<file path="config.mk">
export PLATFORM = sky130hd
export DESIGN_NAME = uart_rx_ctrl
export DESIGN_NICKNAME = d
export VERILOG_FILES = /design/src/rtl/uart_rx_ctrl.sv
export SDC_FILE = /design/constraint.sdc
export NUM_CORES = 1
export LEC_CHECK = 0
export CAP_MARGIN = 10
export CORE_UTILIZATION = 28
export DETAILED_ROUTE_END_ITERATION = 6
export PLACE_DENSITY = 0.47
export SLEW_MARGIN = 10
export SYNTH_ARGS = -nofsm -noshare
export SYNTH_HDL_FRONTEND = slang
export SYNTH_SLANG_ARGS = --single-unit
</file>
<file path="constraint.sdc">
create_clock -name CLK -period 2.3 [get_ports CLK]
set_clock_uncertainty 0.15 [all_clocks]
set_input_delay 0.345 -clock CLK [delete_from_list [all_inputs] [get_ports CLK]]
set_output_delay 0.345 -clock CLK [all_outputs]
set_load 0.03 [all_outputs]
</file>
<file path="src/rtl/uart_rx_ctrl.sv">
// uart_rx_ctrl -- UART receive frame controller.
//
// Sequences one serial frame (start, 8 data bits, optional parity, stop)
// against an oversampling clock. It counts oversample edges inside each bit,
// strobes the start/parity/stop checkers and the deserializer once per bit
// at the check point, and reports each frame with a single data_valid or
// frame_err pulse. Back-to-back frames are accepted without an idle cycle.
//
// Check point CP = prescale/2 + 2, bit end BE = prescale - 1. Every strobe is
// high in the cycle where edge_cnt equals CP. The result pulse is high in the
// cycle where edge_cnt equals BE. prescale and PAR_EN are captured at the
// start of each frame.
//
// Optional feature: define UART_RX_PARITY_EN to build the PARITY state and
// honour PAR_EN / par_err. Without it the frame is always start + 8 data +
// stop, PAR_EN and par_err are ignored and par_chk_en is tied low.

module uart_rx_ctrl (
  input  logic       CLK,
  input  logic       RST,
  input  logic       RX_IN,
  input  logic [5:0] prescale,
  input  logic       PAR_EN,
  input  logic       sampled_bit,
  input  logic       strt_glitch,
  input  logic       par_err,
  input  logic       stp_err,
  output logic       dat_samp_en,
  output logic [5:0] edge_cnt,
  output logic [3:0] bit_cnt,
  output logic       strt_chk_en,
  output logic       par_chk_en,
  output logic       stp_chk_en,
  output logic       deser_en,
  output logic       data_valid,
  output logic       frame_err
);

  typedef enum logic [2:0] {
    IDLE   = 3'd0,
    START  = 3'd1,
    DATA   = 3'd2,
    PARITY = 3'd3,
    STOP   = 3'd4
  } state_t;

  state_t     state;
  logic [5:0] pre_q;      // prescale captured for the frame in flight
  logic [5:0] cp_m1;      // edge index one before the check point
  logic [5:0] be;         // last edge index of a bit
  logic [5:0] be_m1;      // edge index one before the bit end
  logic       pre_cp;     // next cycle is the check point
  logic       pre_be;     // next cycle is the bit end
  logic       at_be;      // this cycle is the bit end
  logic       frame_ok;   // no stop or parity error for the current frame
  logic       cfg_load;   // a new frame starts at the next clock edge

`ifdef UART_RX_PARITY_EN
  logic par_en_q;         // PAR_EN captured for the frame in flight
  logic par_flag;         // parity error seen in this frame
`endif

  // The strobes are registered, so they are decided one edge early: when the
  // counter is about to reach CP (or BE), the pulse is set for the next cycle.
  assign cp_m1  = {1'b0, pre_q[5:1]} + 6'd1;
  assign be     = pre_q - 6'd1;
  assign be_m1  = pre_q - 6'd2;
  assign pre_cp = (edge_cnt == cp_m1);
  assign pre_be = (edge_cnt == be_m1);
  assign at_be  = (edge_cnt == be);

  // A frame starts from IDLE on a low line, or straight out of STOP when the
  // next start bit is already on the line.
  assign cfg_load = !RX_IN && ((state == IDLE) || ((state == STOP) && at_be));

`ifdef UART_RX_PARITY_EN
  assign frame_ok = !stp_err && !par_flag;
`else
  assign frame_ok = !stp_err;
  assign par_chk_en = 1'b0;
`endif

  // The controller only sequences the sampler; the voted bit itself (and,
  // without the parity build, the parity inputs) is consumed elsewhere.
  logic unused_inputs;
`ifdef UART_RX_PARITY_EN
  assign unused_inputs = sampled_bit;
`else
  assign unused_inputs = ^{sampled_bit, PAR_EN, par_err};
`endif

  // Latch the frame configuration at each frame start so mid-frame changes
  // on prescale / PAR_EN only take effect on the next frame.
  always_ff @(posedge CLK or negedge RST) begin
    if (!RST) begin
      pre_q    <= 6'd0;
`ifdef UART_RX_PARITY_EN
      par_en_q <= 1'b0;
`endif
    end else if (cfg_load) begin
      pre_q    <= prescale;
`ifdef UART_RX_PARITY_EN
      par_en_q <= PAR_EN;
`endif
    end
  end

  // Frame sequencer: state, edge/bit counters, strobes and result pulses.
  always_ff @(posedge CLK or negedge RST) begin
    if (!RST) begin
      state       <= IDLE;
      dat_samp_en <= 1'b0;
      edge_cnt    <= 6'd0;
      bit_cnt     <= 4'd0;
      strt_chk_en <= 1'b0;
      stp_chk_en  <= 1'b0;
      deser_en    <= 1'b0;
      data_valid  <= 1'b0;
      frame_err   <= 1'b0;
`ifdef UART_RX_PARITY_EN
      par_chk_en  <= 1'b0;
      par_flag    <= 1'b0;
`endif
    end else begin
      // NOTE: strobes default low every cycle and are only raised for the one
      // cycle they apply to; non-blocking assignment lets a later branch
      // override the default without any ordering hazard.
      strt_chk_en <= 1'b0;
      stp_chk_en  <= 1'b0;
      deser_en    <= 1'b0;
      data_valid  <= 1'b0;
      frame_err   <= 1'b0;
`ifdef UART_RX_PARITY_EN
      par_chk_en  <= 1'b0;
`endif

      case (state)
        IDLE: begin
          edge_cnt <= 6'd0;
          bit_cnt  <= 4'd0;
          if (!RX_IN) begin
            state       <= START;
            dat_samp_en <= 1'b1;
          end
        end

        START: begin
          if (at_be) begin
            edge_cnt <= 6'd0;
            if (strt_glitch) begin
              // Glitch on the start bit: drop the frame without a result.
              state       <= IDLE;
              dat_samp_en <= 1'b0;
            end else begin
              state   <= DATA;
              bit_cnt <= 4'd0;
            end
          end else begin
            edge_cnt    <= edge_cnt + 6'd1;
            strt_chk_en <= pre_cp;
          end
        end

        DATA: begin
          if (at_be) begin
            edge_cnt <= 6'd0;
            if (bit_cnt == 4'd7) begin
              bit_cnt <= 4'd0;
`ifdef UART_RX_PARITY_EN
              state   <= par_en_q ? PARITY : STOP;
`else
              state   <= STOP;
`endif
            end else begin
              bit_cnt <= bit_cnt + 4'd1;
            end
          end else begin
            edge_cnt <= edge_cnt + 6'd1;
            deser_en <= pre_cp;
          end
        end

`ifdef UART_RX_PARITY_EN
        PARITY: begin
          if (at_be) begin
            edge_cnt <= 6'd0;
            par_flag <= par_err;
            state    <= STOP;
          end else begin
            edge_cnt   <= edge_cnt + 6'd1;
            par_chk_en <= pre_cp;
          end
        end
`endif

        STOP: begin
          if (at_be) begin
            edge_cnt <= 6'd0;
`ifdef UART_RX_PARITY_EN
            par_flag <= 1'b0;
`endif
            if (!RX_IN) begin
              state <= START;
            end else begin
              state       <= IDLE;
              dat_samp_en <= 1'b0;
            end
          end else begin
            edge_cnt   <= edge_cnt + 6'd1;
            stp_chk_en <= pre_cp;
            if (pre_be) begin
              data_valid <= frame_ok;
              frame_err  <= !frame_ok;
            end
          end
        end

        default: begin
          state       <= IDLE;
          dat_samp_en <= 1'b0;
          edge_cnt    <= 6'd0;
          bit_cnt     <= 4'd0;
        end
      endcase
    end
  end

endmodule

</file>
# Word-level counts from Yosys, hierarchy flattened
# Cells that the tools add are included.
[classes]
shift = 0
add_sub_neg = 5
bitwise = 2
eq_ne = 15
n_mul = 0
div = 0
mux = 31
order_cmp = 0
reduce_logical = 10
[op_table]
columns = ["operator", "count"]
rows = [
  ["$eq 6x6->1", 3],
  ["$mux 1", 16],
  ["$mux 4", 4],
  ["$ne 2x2->1 const B", 8],
  ["$mux 3", 5],
  ["$mux 6", 2],
  ["$pmux 3 s4", 1],
  ["$pmux 4 s3", 1],
  ["$add 5x1->6 const B", 1],
  ["$add 6x1->6 const B", 1],
  ["$reduce_and 6->1", 1],
  ["$sub 6x1->6 const B", 1],
  ["$sub 6x2->6 const B", 1],
  ["$reduce_and 5->1", 1],
  ["$add 4x1->4 const B", 1],
  ["$eq 4x3->1 const B", 1],
  ["$pmux 1 s4", 1],
  ["$reduce_and 4->1", 1],
  ["$eq 3x1->1 const B", 1],
  ["$eq 3x2->1 const B", 1],
  ["$eq 3x3->1 const B", 1],
  ["$logic_not 3->1", 1],
  ["$reduce_or 3->1", 1],
  ["$logic_and 1x1->1", 2],
  ["4 further kinds", 6],
]
[totals]
ram_bits = 0
memories = 0
input_bits = 14
elab_cells = 73
out_inout_bits = 17
ff_bits = 25
rom_bits = 0
latch_bits = 0

# Depth between registers and ports, before layout
[logic_depth]
ltp_word = 5
ltp_mapped = 7
depth_no_buf = 7

# Worst setup path after synthesis
# Ideal clock, no wire load.
[synth_timing]
path_type = "register -> register"
from = "register pre_q[1]"
to = "register pre_q[0]"
setup_slack_ps = -8
stages_incl_launch_ff = 8
required_ps = 2025
setup_time_ps = 125
path_buffers = 0
arrival_ps = 2033
cell_sequence = "dfrtp_1 > inv_1 > ha_1 > nor3b_2 > nand3_4 > a2111oi_4 > a2bb2oi_4 > mux2_4"
[synth_between]
elab_chain_cells = 5
[synth_rtl]
columns = ["element", "line", "text"]
rows = [
  ["from (decl)", "48", "logic [5:0] pre_q;"],
  ["from (signal assigned)", "101", "pre_q <= prescale;"],
  ["$sub 6x1->6", "66", "assign be = pre_q - 6'd1;"],
  ["$eq 6x6->1", "70", "assign at_be = (edge_cnt == be);"],
  ["$logic_and 1x1->1", "74", "assign cfg_load = !RX_IN && ((state == IDLE) || ((state == STOP) && at_be));"],
  ["$logic_or 1x1->1", "74", ""],
  ["$logic_and 1x1->1", "74", ""],
]
# No other way between the ends.
# A chain may end at the register's enable or synchronous reset.

# Worst setup path in the final report
[layout_timing]
from = "register pre_q[1]"
to = "register bit_cnt[0]"
[layout_between]
elab_chain_cells = 4
elab_cells_between_ends = 5
cone_classes = "1 x add/sub; 3 x eq/ne; 1 x reduce/logical"
[layout_rtl]
columns = ["element", "line", "text"]
rows = [
  ["$sub 6x1->6 *", "66", ""],
  ["$eq 6x6->1 *", "70", ""],
  ["$ne 2x2->1 (no line)", "--", ""],
  ["$reduce_and 4->1 (no line) *", "--", ""],
  ["to (signal assigned)", "175", "bit_cnt <= bit_cnt + 4'd1;"],
  ["to (decl)", "30", "output logic [3:0] bit_cnt,"],
]
# Every way passes the cells marked *; elsewhere a longest branch is shown, timed or not.

==> results.yml <==
run_status:
  status: "finished clean"
setup_path:
  crit_path_max_fanout: 6
  cp_data_arrival_time_ps: 2210
  cp-end-kind: "flip-flop"
  critPathLaunchType: "flip-flop"
  crit_type: "flip-flop to flip-flop"
  crit_required_ps: 2330
global_routing:
  grt_pass1_vias: 1394
  grt_usage_pct: 13.67
  grt_pass1_wl_um: 6955
  antenna_found_initial: 0
  overflow: 0
  grt_max_degree: 26
timing:
  setup_viol_count_final: 0
  min_period_ps: 2177
  post-route-period-util_pct: 94.66
  rsz0062_at_grt: "no"
  report.final.slew_viol_count: 0
  fmax_ghz: 0.4593
  finalHoldViolations: 0
  worst_hold_slack_ps: 275.7
pwr:
  p_leak_nw: 0.9855
  power_density_nw_per_um2: 1408
  ir_drop_mv: 0.5513
  total_power_mw: 3.336
floorplan:
  die-area_sq_um: 6815
  die_w_um: 82.55
  die_y_um: 82.55
  rows: 28
  core_sq_um: 6096
  initial_utilization_pct: 29.80
  io_pins: 31
synth:
  synthAdderAreaFrac_pct: 4.132
  yosys.area_share.simple_pct: 19.21
  ys_types: 59
  synth.top_cell.area_share_pct: 34.44
  yosysWarnings: 0
  synth_edf_count: 0
  mappedNetlistArea_sq_um: 1817
  synth-seq-cells: 25
  synthesis.nets: 199
  ys_top_cells_by_area: "dfrtp_1, xnor2_1, mux2_4"
  synth_seq_area_share_pct: 34.44
  synthArstFlopShare_pct: 100.0
  synth_top_family_by_area: "compound AO/OA/AOI/OAI gates"
  synth-compound-area-share_pct: 20.45
  syn_area_per_cell_sq_um: 10.15
  synth-xor-area-share_pct: 9.986
  yosysTopAreaCell: "dfrtp_1"
  synthMuxAreaShare_pct: 6.198
  synthCells: 179
  synth_ff_type: "dfrtp_1"
place:
  hpwl_um: 3226
  gp_congestion: 0.7844
  dpl_cell_area_sq_um: 2275
  io_buffers: 26
routing:
  drt_iter0_markers: 76
  drt-vias-per-instance: 4.916
  vias: 1470
  drc: 0
  drtAntennaViolNets: 0
  drt_pass1_iterations: 4
  wirelength_um: 4260
  wl_per_cell_um: 14.25
clock_tree:
  cts_buffers: 3
  worstSkewPairLatency_ps: 270
  h-tree-depth: 1
  clkTransAtPathRegs_ps: 100
  cts_sinks: 25
  clock_path_buffers: 2
  root_buffer: "clkbuf_8"
  hold_buffers: 0
  cts_tree: "yes"
final_layout:
  finalInstanceArea_sq_um: 2370
  final_common_cell: "clkdlybuf4s50_1"
  areaGrowthSynthToFinish_pct: 30.44
  drive_above_1_share_pct: 26.79
  num_antenna_cells: 0
  layout_common_cells: "clkdlybuf4s50_1, dfrtp_1, buf_4, nor2_1, xnor2_1"
  nFillCells: 640
  utilization_pct: 38.88
  nets: 245
min_path:
  hold_class: "input port to asynchronous set/reset pin"
run:
  max_cap_violations: 0
cells by family after synthesis:
family,count (synthesis)
simple gates,65
compound gates,39
flops,25
xor+xnor,19
buf+inv,16
mux,8
fa+ha+maj,6
other cells,1
report_power, final:
part	total, mW	leakage [nW]	internal, mW	switching, mW
clock network	0.280	0.0217	0.123	0.157
registers	0.711	0.324	0.566	0.146
logic	2.35	0.640	1.11	1.23
synth_stat cells, types with 3 or more instances:
cell type,n
dfrtp_1,25
nor2_1,20
xnor2_1,12
nand3_1,9
inv_1,8
nand2_1,8
nor3_1,7
o211ai_1,7
ha_1,6
mux2_4,6
xor2_1,5
a21oi_1,4
buf_6,4
nand2b_1,3
nand3b_1,3
layout make-up:
class	instances	area, sq um	area share [%]
clock buffer	3	41.29	1.742
timing repair buffer	49	432.9	18.27
multi-input combinational	138	1139	48.05
sequential	25	625.6	26.40
tap	75	93.84	3.960
clock inverter	1	7.507	0.3168
inverter	8	30.03	1.267
metal layers:
metal	global-route usage (%)	wire (um)
met5	0	0
met4	3.621	26
met3	1.319	98
met2	21.16	1891
met1	20.12	2243
worst max-delay path: stages, from the launching register on:
cell	delay, ps
dfrtp_1	400
inv_2	100
ha_1	240
nand3b_1	90
o211a_1	170
o32ai_4	380
nand2_2	200
o41ai_2	350
per-stage QoR:
stage / cells / TNS, ps / setup WS (ps)
finish: 299 / 0 / 122.8
global route: 299 / 0 / 2.080
CTS: 298 / 0 / 4.501
detailed placement: 294 / -206.1 / -35.46
global placement: 294 / -130.1 / -22.49
floorplan: 179 / 0 / 19.36
state kept, by name, summed over array words and instances (netlist names):
signal       count
edge_cnt         6
pre_q            6
bit_cnt          4
state            3
dat_samp_en      1
data_valid       1
deser_en         1
frame_err        1
stp_chk_en       1
strt_chk_en      1
final timing paths:
path                            start         end  slack (ps)  cells past startpoint
min in group CLK           bit_cnt[0]  bit_cnt[0]         440                      1
max in group asynchronous         RST    state[0]        1470                      2
setup reg to reg             pre_q[1]  bit_cnt[0]         120                      7
hold reg to reg            bit_cnt[0]  bit_cnt[0]         440                      1
hold / removal                    RST    pre_q[0]         280                      2
setup / recovery             pre_q[1]  bit_cnt[0]         120                      7
timing repair:
item,4_1_cts,5_1_grt
setup buffers,0,1
cloned,0,0
setup endpoints to repair,1,19
resized for setup,0,10
pin swaps,1,6
endpoints found under the hold margin,0,0
Note: power is estimated with default switching activity, not from simulation.
